$ cat src/rtl/i3c_xfer_ctrl_pkg.sv
`default_nettype none
// ============================================================================
// Module      : i3c_xfer_ctrl_pkg
// Description : Shared definitions for the I3C transfer sequencer.
//               - State encoding (3-bit) and STATE_WIDTH
//               - Latched error-cause codes and ERR_WIDTH
//               - Default sizing parameters
// Revision    : 1.0 - initial release
// ============================================================================
package i3c_xfer_ctrl_pkg;

  localparam int STATE_WIDTH = 3;
  localparam int ERR_WIDTH   = 3;

  localparam int DEFAULT_MAX_BYTES   = 16;
  localparam int DEFAULT_RETRY_MAX   = 2;
  localparam int DEFAULT_TIMEOUT_CYC = 64;

  typedef enum logic [STATE_WIDTH-1:0] {
    ST_IDLE     = 3'd0,
    ST_START    = 3'd1,
    ST_ADDRESS  = 3'd2,
    ST_ACK_WAIT = 3'd3,
    ST_DATA     = 3'd4,
    ST_STOP     = 3'd5,
    ST_ERROR    = 3'd6
  } state_e;

  localparam logic [ERR_WIDTH-1:0] ERR_NONE      = 3'd0;
  localparam logic [ERR_WIDTH-1:0] ERR_NACK_ADDR = 3'd1;
  localparam logic [ERR_WIDTH-1:0] ERR_NACK_DATA = 3'd2;
  localparam logic [ERR_WIDTH-1:0] ERR_TIMEOUT   = 3'd3;
  localparam logic [ERR_WIDTH-1:0] ERR_ABORT     = 3'd4;
  localparam logic [ERR_WIDTH-1:0] ERR_BADLEN    = 3'd5;

endpackage : i3c_xfer_ctrl_pkg
`default_nettype wire

$ cat src/rtl/i3c_xfer_ctrl_watchdog.sv
`default_nettype none
// ============================================================================
// Module      : i3c_watchdog
// Description : Per-phase inactivity counter. expired_o is asserted during
//               the TIMEOUT_CYC-th consecutive enabled cycle without a clear,
//               so the owner can leave the phase on that cycle's edge.
// Ports       : clk_i     - clock
//               rst_ni    - asynchronous active-low reset
//               en_i      - count while high
//               clr_i     - restart the count (wins over en_i)
//               expired_o - inactivity limit reached in this cycle
// Revision    : 1.0 - initial release
// ============================================================================
module i3c_watchdog #(
  parameter int TIMEOUT_CYC = 64
) (
  input  logic clk_i,
  input  logic rst_ni,
  input  logic en_i,
  input  logic clr_i,
  output logic expired_o
);

  localparam int CNT_W = (TIMEOUT_CYC > 2) ? $clog2(TIMEOUT_CYC) : 1;
  localparam logic [CNT_W-1:0] C_LAST = CNT_W'(TIMEOUT_CYC - 1);

  logic [CNT_W-1:0] cnt_q;
  logic             w_at_last;

  // cnt_q counts completed idle cycles; when it holds TIMEOUT_CYC-1 the
  // current cycle is the last one tolerated.
  assign w_at_last = (cnt_q == C_LAST);
  assign expired_o = en_i && w_at_last;

  always_ff @(posedge clk_i or negedge rst_ni) begin
    if (!rst_ni) begin
      cnt_q <= '0;
    end else if (clr_i) begin
      cnt_q <= '0;
    end else if (en_i && !w_at_last) begin
      cnt_q <= cnt_q + 1'b1;
    end
  end

endmodule : i3c_watchdog
`default_nettype wire

$ cat src/rtl/i3c_xfer_ctrl.sv
`default_nettype none
// ============================================================================
// Module      : i3c_xfer_ctrl
// Description : I3C controller transfer sequencer. Runs one addressed
//               transfer of 1..MAX_BYTES bytes with bounded address-NACK
//               retries, per-phase watchdog timeout, host abort and a
//               latched error cause.
// Ports       : clk_i, rst_ni          - clock, async active-low reset
//               start_i, len_i, rnw_i  - host request (sampled in IDLE)
//               abort_i                - host abort
//               addr_ack_valid_i/_i    - address ACK handshake from shifter
//               byte_done_i/data_ack_i - data byte handshake from shifter
//               state_o, busy_o        - current state / not idle
//               rnw_o                  - captured direction
//               byte_cnt_o, retry_cnt_o- progress counters
//               done_o, error_o        - completion pulses (STOP / ERROR)
//               err_code_o             - latched error cause
// Revision    : 1.0 - initial release
// ============================================================================
module i3c_xfer_ctrl
  import i3c_xfer_ctrl_pkg::*;
#(
  parameter  int MAX_BYTES   = DEFAULT_MAX_BYTES,
  parameter  int RETRY_MAX   = DEFAULT_RETRY_MAX,
  parameter  int TIMEOUT_CYC = DEFAULT_TIMEOUT_CYC,
  localparam int LEN_W       = $clog2(MAX_BYTES + 1),
  localparam int RTY_W       = (RETRY_MAX > 0) ? $clog2(RETRY_MAX + 1) : 1
) (
  input  logic                   clk_i,
  input  logic                   rst_ni,
  input  logic                   start_i,
  input  logic [LEN_W-1:0]       len_i,
  input  logic                   rnw_i,
  input  logic                   abort_i,
  input  logic                   addr_ack_valid_i,
  input  logic                   addr_ack_i,
  input  logic                   byte_done_i,
  input  logic                   data_ack_i,
  output logic [STATE_WIDTH-1:0] state_o,
  output logic                   rnw_o,
  output logic                   busy_o,
  output logic [LEN_W-1:0]       byte_cnt_o,
  output logic [RTY_W-1:0]       retry_cnt_o,
  output logic                   done_o,
  output logic                   error_o,
  output logic [ERR_WIDTH-1:0]   err_code_o
);

  localparam logic [LEN_W-1:0] C_MAX_LEN   = LEN_W'(MAX_BYTES);
  localparam logic [RTY_W-1:0] C_RETRY_MAX = RTY_W'(RETRY_MAX);

  state_e                 state_q;
  logic [LEN_W-1:0]       len_q;
  logic                   rnw_q;
  logic [LEN_W-1:0]       byte_cnt_q;
  logic [RTY_W-1:0]       retry_cnt_q;
  logic [ERR_WIDTH-1:0]   err_code_q;

  logic                   w_len_ok;
  logic [LEN_W-1:0]       w_byte_cnt_inc;
  logic                   w_wd_en;
  logic                   w_wd_clr;
  logic                   w_wd_expired;

  assign w_len_ok       = (len_i != '0) && (len_i <= C_MAX_LEN);
  // byte_cnt_q < len_q <= MAX_BYTES while in DATA, so this cannot overflow.
  assign w_byte_cnt_inc = byte_cnt_q + 1'b1;

  // The watchdog runs only in the two phases that wait on the shifter.
  // It restarts on every way into those phases (ADDRESS always leads to
  // ACK_WAIT, an accepted address ACK leads to DATA) and on each byte.
  // A clear on a path that actually leaves the phase is harmless.
  assign w_wd_en  = (state_q == ST_ACK_WAIT) || (state_q == ST_DATA);
  assign w_wd_clr = (state_q == ST_ADDRESS)
                 || ((state_q == ST_ACK_WAIT) && addr_ack_valid_i)
                 || ((state_q == ST_DATA)     && byte_done_i);

  i3c_watchdog #(
    .TIMEOUT_CYC (TIMEOUT_CYC)
  ) u_watchdog (
    .clk_i     (clk_i),
    .rst_ni    (rst_ni),
    .en_i      (w_wd_en),
    .clr_i     (w_wd_clr),
    .expired_o (w_wd_expired)
  );

  // Sequencer. Inside each active state the priority is
  // abort > shifter handshake > watchdog expiry.
  always_ff @(posedge clk_i or negedge rst_ni) begin
    if (!rst_ni) begin
      state_q     <= ST_IDLE;
      len_q       <= '0;
      rnw_q       <= 1'b0;
      byte_cnt_q  <= '0;
      retry_cnt_q <= '0;
      err_code_q  <= ERR_NONE;
    end else begin
      case (state_q)
        ST_IDLE: begin
          if (start_i) begin
            if (w_len_ok) begin
              len_q       <= len_i;
              rnw_q       <= rnw_i;
              byte_cnt_q  <= '0;
              retry_cnt_q <= '0;
              err_code_q  <= ERR_NONE;
              state_q     <= ST_START;
            end else begin
              err_code_q  <= ERR_BADLEN;
              state_q     <= ST_ERROR;
            end
          end
        end

        ST_START: begin
          if (abort_i) begin
            err_code_q <= ERR_ABORT;
            state_q    <= ST_ERROR;
          end else begin
            state_q    <= ST_ADDRESS;
          end
        end

        ST_ADDRESS: begin
          if (abort_i) begin
            err_code_q <= ERR_ABORT;
            state_q    <= ST_ERROR;
          end else begin
            state_q    <= ST_ACK_WAIT;
          end
        end

        ST_ACK_WAIT: begin
          if (abort_i) begin
            err_code_q <= ERR_ABORT;
            state_q    <= ST_ERROR;
          end else if (addr_ack_valid_i) begin
            if (addr_ack_i) begin
              state_q     <= ST_DATA;
            end else if (retry_cnt_q < C_RETRY_MAX) begin
              retry_cnt_q <= retry_cnt_q + 1'b1;
              state_q     <= ST_START;
            end else begin
              err_code_q  <= ERR_NACK_ADDR;
              state_q     <= ST_ERROR;
            end
          end else if (w_wd_expired) begin
            err_code_q <= ERR_TIMEOUT;
            state_q    <= ST_ERROR;
          end
        end

        ST_DATA: begin
          if (abort_i) begin
            err_code_q <= ERR_ABORT;
            state_q    <= ST_ERROR;
          end else if (byte_done_i) begin
            if (data_ack_i) begin
              byte_cnt_q <= w_byte_cnt_inc;
              if (w_byte_cnt_inc == len_q) begin
                state_q <= ST_STOP;
              end
            end else begin
              err_code_q <= ERR_NACK_DATA;
              state_q    <= ST_ERROR;
            end
          end else if (w_wd_expired) begin
            err_code_q <= ERR_TIMEOUT;
            state_q    <= ST_ERROR;
          end
        end

        ST_STOP:  state_q <= ST_IDLE;
        ST_ERROR: state_q <= ST_IDLE;
        default:  state_q <= ST_IDLE;
      endcase
    end
  end

  // Every output is a register or a decode of the state register.
  assign state_o     = state_q;
  assign rnw_o       = rnw_q;
  assign busy_o      = (state_q != ST_IDLE);
  assign byte_cnt_o  = byte_cnt_q;
  assign retry_cnt_o = retry_cnt_q;
  assign done_o      = (state_q == ST_STOP);
  assign error_o     = (state_q == ST_ERROR);
  assign err_code_o  = err_code_q;

endmodule : i3c_xfer_ctrl
`default_nettype wire

$ cat config.mk
export PLATFORM = sky130hd
export DESIGN_NAME = i3c_xfer_ctrl
export DESIGN_NICKNAME = d
export VERILOG_FILES = /design/src/rtl/i3c_xfer_ctrl_pkg.sv /design/src/rtl/i3c_xfer_ctrl_watchdog.sv /design/src/rtl/i3c_xfer_ctrl.sv
export SDC_FILE = /design/constraint.sdc
export NUM_CORES = 1
export LEC_CHECK = 0
export ABC_AREA = 1
export BUFFER_PORTS_ARGS = -buffer_cell sky130_fd_sc_hd__buf_2
export CAP_MARGIN = 20
export CORE_MARGIN = 8
export CORE_UTILIZATION = 45
export DETAILED_ROUTE_END_ITERATION = 16
export PLACE_DENSITY = 0.79
export SETUP_SLACK_MARGIN = 0.1
export SYNTH_ARGS = -nofsm -noshare
export SYNTH_HDL_FRONTEND = slang
export SYNTH_SLANG_ARGS = --single-unit
$ cat constraint.sdc
create_clock -name clk_i -period 4 [get_ports clk_i]
set_clock_uncertainty 0.15 [all_clocks]
set_input_delay 0.8 -clock clk_i [delete_from_list [all_inputs] [get_ports clk_i]]
set_output_delay 0.8 -clock clk_i [all_outputs]
set_load 0.05 [all_outputs]
; ---- Word-level counts from Yosys, hierarchy flattened
; Cells that the tools add are included.
[word_totals]
output_inout_bits = 17
inputBits = 14
register_bits = 25
elab_cells = 97
[classes]
reduce_logical = 22
muxes = 41
addsub = 3
n_eq_ne = 22
order_cmp = 2
[op_table]
columns = cell, count
row1 = 2-to-1 mux 3 bit, 24
row2 = 2-to-1 mux 5 bit, 5
row3 = "!= test 2 bit, second input constant", 8
row4 = one-hot mux 3 bit (5 select lines), 1
row5 = 2-to-1 mux 2 bit, 6
row6 = 2-to-1 mux 6 bit, 2
row7 = "!= test 4 bit, second input constant", 3
row8 = one-hot mux 3 bit (4 select lines), 1
row9 = AND reduction 6 bit, 2
row10 = one-hot mux 5 bit (2 select lines), 1
row11 = "== test 3 bit, second input constant", 3
row12 = AND reduction 7 bit, 1
row13 = "adder 6 x 1 -> 6 bit, second input constant", 1
row14 = "== test 3 x 2 -> 1 bit, second input constant", 2
row15 = "== test 6 bit, second input constant", 1
row16 = nonzero test 2 bit, 3
row17 = "adder 5 x 1 -> 5 bit, second input constant", 1
row18 = == test 5 bit, 1
row19 = "<= comparator 5 bit, second input constant", 1
row20 = logical AND 1 bit, 5
row21 = "!= test 5 x 4 -> 1 bit, second input constant", 1
row22 = nonzero test 5 bit, 1
row23 = "!= test 2 x 1 -> 1 bit, second input constant", 2
row24 = one-hot mux 2 bit (2 select lines), 1
row25 = 11 further kinds, 13

; ---- Logic depth before layout (Yosys ltp)
[logic_depth]
word_depth = 7
mapped_depth = 12
depth_no_buf = 12

; ---- Cells and area by module
; Synthesis repeated with hierarchy kept, for this count alone.
[hier_totals]
cells_unflattened = 252
hier_area_um2 = 1696.6
[modules_own_cells]
columns = module, area_per_inst_um2, seq_area_each_um2, cells_each, instances
row1 = i3c_xfer_ctrl, 1292.5, 475.5, 198, 1
row2 = i3c_watchdog, 404.1, 150.1, 54, 1

; ---- Worst setup path after synthesis
; No wires, ideal clock.
[synth_timing]
path_type = flip-flop to output port
startpoint = reg state_q[0] (netlist: state_o[0])
endpoint = out done_o
t_arrival_ns = 1.950
required_ns = 3.050
stages_incl_launch_ff = 3
slack_ns = 1.100
n_path_buf = 0
cell_sequence = dfrtp_1 inv_2 nor3_1
[synth_between]
elab_chain_len = 1
[synth_rtl]
columns = item, line
row1 = "start, declared", i3c_xfer_ctrl.sv:52  ; state_e state_q;
row2 = "start signal, assigned", i3c_xfer_ctrl.sv:92  ; state_q <= ST_IDLE;
row3 = "start signal, assigned", i3c_xfer_ctrl.sv:108  ; state_q <= ST_START;
row4 = "start signal, assigned", i3c_xfer_ctrl.sv:111  ; state_q <= ST_ERROR;
row5 = == test 3 bit, i3c_xfer_ctrl.sv:187  ; assign done_o = (state_q == ST_STOP);
row6 = "end, declared", i3c_xfer_ctrl.sv:44  ; output logic done_o,
; No other way between the ends.

; ---- Worst setup path after layout
[layout_timing]
startpoint = reg state_q[1] (netlist: state_o[1])
endpoint = out busy_o
[layout_between]
elab_chain_len = 1
[layout_rtl]
columns = item, line
row1 = nonzero test 3 bit, i3c_xfer_ctrl.sv:184  ; assign busy_o = (state_q != ST_IDLE);
row2 = "end, declared", i3c_xfer_ctrl.sv:41  ; output logic busy_o,
; No other way between the ends.

==> metrics.log <==
INFO  metric post_synth.cell_area_avg = around 6.7 um^2
INFO  metric report.final.setup_viol = 0
INFO  metric grt_antenna_before_repair = 0
INFO  metric max_freq = ~400 MHz
INFO  metric timing.final.crit_period = around 2.5 ns
INFO  metric synthDistinctLibCells = 24
INFO  metric worstSetupEndpointType = output pin
INFO  metric synthCells = ~240
INFO  metric dominant_combinational_cell_family_by_area_after_synthesis = simple AND/OR/NAND/NOR gates
INFO  metric drt.antenna.violating_nets = 0
INFO  metric crit_path_max_fanout = 7
INFO  metric yosys.area_share.adder = 0.01561
INFO  metric critPathLaunchType = flip-flop
INFO  metric grt_first_pass_wirelength = around 6.7 mm
INFO  metric sw_frac_of_total = 0.5494
INFO  metric fin_crit_sh = 0.6256
INFO  metric netlist_top_cells_area = sky130_fd_sc_hd__dfrtp_1, sky130_fd_sc_hd__nand2_1, sky130_fd_sc_hd__inv_1
INFO  metric firstDrtPassIters = 4
INFO  metric clkSlewWorstSetupHoldPaths = approximately 0.13 ns
INFO  metric synth_enable_flop_cells = 0
INFO  metric post_route_cells_drive_above_1_share = 0.1679
INFO  metric number_of_global_route_vias_before_repair = 1547
INFO  metric flow.area_growth_from_synthesis = 14.29%
INFO  metric cell_count_after_placement = 316
INFO  metric final_cells = between 300 and 400
INFO  metric pwr-share-comb = 0.582
INFO  metric place.gp.congestion = 0.9549
INFO  metric yosysSeqAreaShare = 0.3903
INFO  metric worst-setup-path-type = flip-flop to output pin
INFO  metric filler_cell_count = 357
INFO  metric initial_utilization = 0.4729
INFO  metric post_cts_hold_buffer_count = 0
INFO  metric synth_async_sr_flop_share = 1.000
INFO  metric count_of_final_hold_check_violations = 0
INFO  metric maxCapViolCount = 0
INFO  metric die_outline_width = around 76 um
INFO  metric dp_hpwl = 3.077 mm
INFO  metric share_clk_of_total_power = 0.094
INFO  metric grt.overflow.total = 0
INFO  metric grt_max_degree = 26
INFO  metric clkSinkCount = 25
INFO  metric required = around 3 ns
INFO  metric rsz0062_at_grt = no
INFO  metric worstSkewPairLatency = 0.33 ns
INFO  metric p_int = between 0.5 and 0.6 mW
INFO  metric status = finished clean
INFO  metric synth-compound-area-share = 0.1007
INFO  metric cts_repair_resize_count = 0
INFO  metric drt-wirelength-per-cell = 12.08 um
INFO  metric synth_warnings = 0
INFO  metric ys_seq_elements = 25
INFO  metric critical_path_arrival = between 1.5 and 2 ns
INFO  metric number_of_h_tree_levels = 1
INFO  metric core-area = ~3400 um^2
INFO  metric p_switching = between 0.6 and 0.7 mW
INFO  metric hold-worst-slack = 0.2897 ns
INFO  metric muxShareOfSynthArea = 0
INFO  metric maxSlewHeadroom = 0.6276
INFO  metric cts_max_path_buffers = 2
INFO  metric antenna_cells_inserted = 0
INFO  metric num-nets-final = ~290
INFO  metric io_buffer_count = 30
INFO  metric cts_setup_buffers = 0
INFO  metric dieArea = between 5000 and 6000 um^2
INFO  metric dr.first_iter.drc_count = 100
INFO  metric drt-vias-per-instance = a little over 5
INFO  metric io-pin-count = 31
INFO  metric fp-row-count = 21
INFO  metric remaining_drc_errors = 0
INFO  metric synth-simple-area-share = 0.3973
INFO  metric final_max_slew_viol_count = 0
INFO  metric cts-root-buf = sky130_fd_sc_hd__clkbuf_4
INFO  metric synthXorXnorAreaFrac = 0.01093
INFO  metric tns = 0 ns
INFO  metric routed_wirelength = ~3.9 mm
INFO  metric synth_area = ~1600 um^2
INFO  metric tritoncts = yes
INFO  metric worst_pin_slew = between 0.5 and 0.6 ns
INFO  metric dpl_cell_area = roughly 1800 um^2
INFO  metric sequentialPowerShare = 0.324
INFO  metric post-synth-top-area-fraction = 0.3903
INFO  metric mappedNetlistNets = around 260
INFO  metric most_used_flip_flop_cell_after_synthesis = sky130_fd_sc_hd__dfrtp_1
INFO  metric p_leak = 1.018 nW
INFO  metric num_vias = 1640
INFO  metric ir_worst_vdd = slightly above 400 uV
INFO  metric p_total = roughly 1.2 mW
INFO  metric class_of_the_worst_hold_path = input port to asynchronous set/reset pin
INFO  metric stdcell_area = ~1800 um^2
INFO  metric cts-buffers-inserted = 3
INFO  metric groute.usage.overall = 0.1479
INFO  metric yosysTopAreaCell = sky130_fd_sc_hd__dfrtp_1
INFO  metric power-per-cell-area = between 600 and 700 nW/um^2
INFO  metric die-height = roughly 76 um
-- kinds of logic (layout without fill, tap and decap cells) --
| group | after synthesis | in the layout |
|---|---|---|
| AND/OR/NAND/NOR | 147 | 147 |
| buffers and inverters | 36 | 69 |
| AO/OA/AOI/OAI | 29 | 29 |
| flip-flops | 25 | 25 |
| adder cells (fa/ha/maj) | 2 | 2 |
| XOR/XNOR | 2 | 2 |
-- layer usage --
| metal | track usage | share of wire | vias to the layer above |
|---|---|---|---|
| met5 | 0 | 0 | - |
| met4 | 0.03838 | 0.010 | 0 |
| met2 | 0.2483 | 0.46 | 65 |
| li1 | - | - | 836 |
| met3 | 0.03289 | 0.071 | 6 |
| met1 | 0.1862 | 0.46 | 733 |
-- path summary, 6_finish.rpt --
check	from	end	cells after the start	slack (ns)
setup / recovery	state_o[1]	busy_o	5	1.50
hold / removal	rst_ni	len_q[1]	1	0.29
setup reg to reg	state_o[1]	err_code_o[2]	10	2.09
hold reg to reg	rnw_o	rnw_o	2	0.33
max in group asynchronous	rst_ni	u_watchdog.cnt_q[2]	1	3.04
min in group clk_i	rnw_o	rnw_o	2	0.33
-- final cells by class --
class                      count  area (um^2)  area share
multi-input combinational    180        840.8      0.4590
timing repair buffer          30        150.1     0.08197
inverter                      35        131.4     0.07172
clock buffer                   4        26.28     0.01434
sequential                    25        625.6      0.3415
tap                           46        57.56     0.03142
-- sequential cells by signal, summed over array words and instances (netlist names) --
name,flops
rnw_o,1
retry_cnt_o,2
u_watchdog.cnt_q,6
len_q,5
err_code_o,3
state_o,3
byte_cnt_o,5
-- cells in the final DEF (no fill, tap or decap), drive strengths merged --
cell type,instances
nor3,4
o21bai,1
o2111ai,1
xor2,2
nand4,7
ha,2
a21oi,8
nor2,29
inv,35
clkbuf,4
nand3,20
nand2,85
a21boi,3
buf,30
o21ai,15
or2,1
nand3b,1
dfrtp,25
o211ai,1
-- power by group through the flow --
stage / logic (mW) / registers, mW / clock network [mW]
after floorplan: 0.425 / 0.527 / 0
after global placement: 0.712 / 0.405 / 0
after detailed placement: 0.722 / 0.408 / 0
after CTS: 0.724 / 0.403 / 0.122
after global routing: 0.810 / 0.416 / 0.127
final: 0.725 / 0.404 / 0.117
-- critical path, cell delays in order, from the launching register on --
cell and delay, ns:
sky130_fd_sc_hd__dfrtp_1 0.48, sky130_fd_sc_hd__inv_2 0.14, sky130_fd_sc_hd__nand2_2 0.09, sky130_fd_sc_hd__nor2_2 0.23
sky130_fd_sc_hd__inv_1 0.06, sky130_fd_sc_hd__buf_2 0.21
-- cells in the mapped netlist (3+ instances only) --
library cell               count
sky130_fd_sc_hd__o21ai_1       6
sky130_fd_sc_hd__o21ai_0       9
sky130_fd_sc_hd__nand2_1      83
sky130_fd_sc_hd__nand3_1      18
sky130_fd_sc_hd__a21oi_1       8
sky130_fd_sc_hd__inv_1        30
sky130_fd_sc_hd__nor2_1       27
sky130_fd_sc_hd__inv_2         5
sky130_fd_sc_hd__nor3_1        3
sky130_fd_sc_hd__nand4_1       7
sky130_fd_sc_hd__dfrtp_1      25
sky130_fd_sc_hd__a21boi_0      3
-- per-stage QoR --
step,setup WS [ns],util
after floorplan,1.100,-
after global placement,1.830,0.5327
after detailed placement,1.705,0.5327
after CTS,1.490,0.5404
after global routing,1.369,0.5404
final,1.497,0.5404
(Power assumes the default switching activity.)
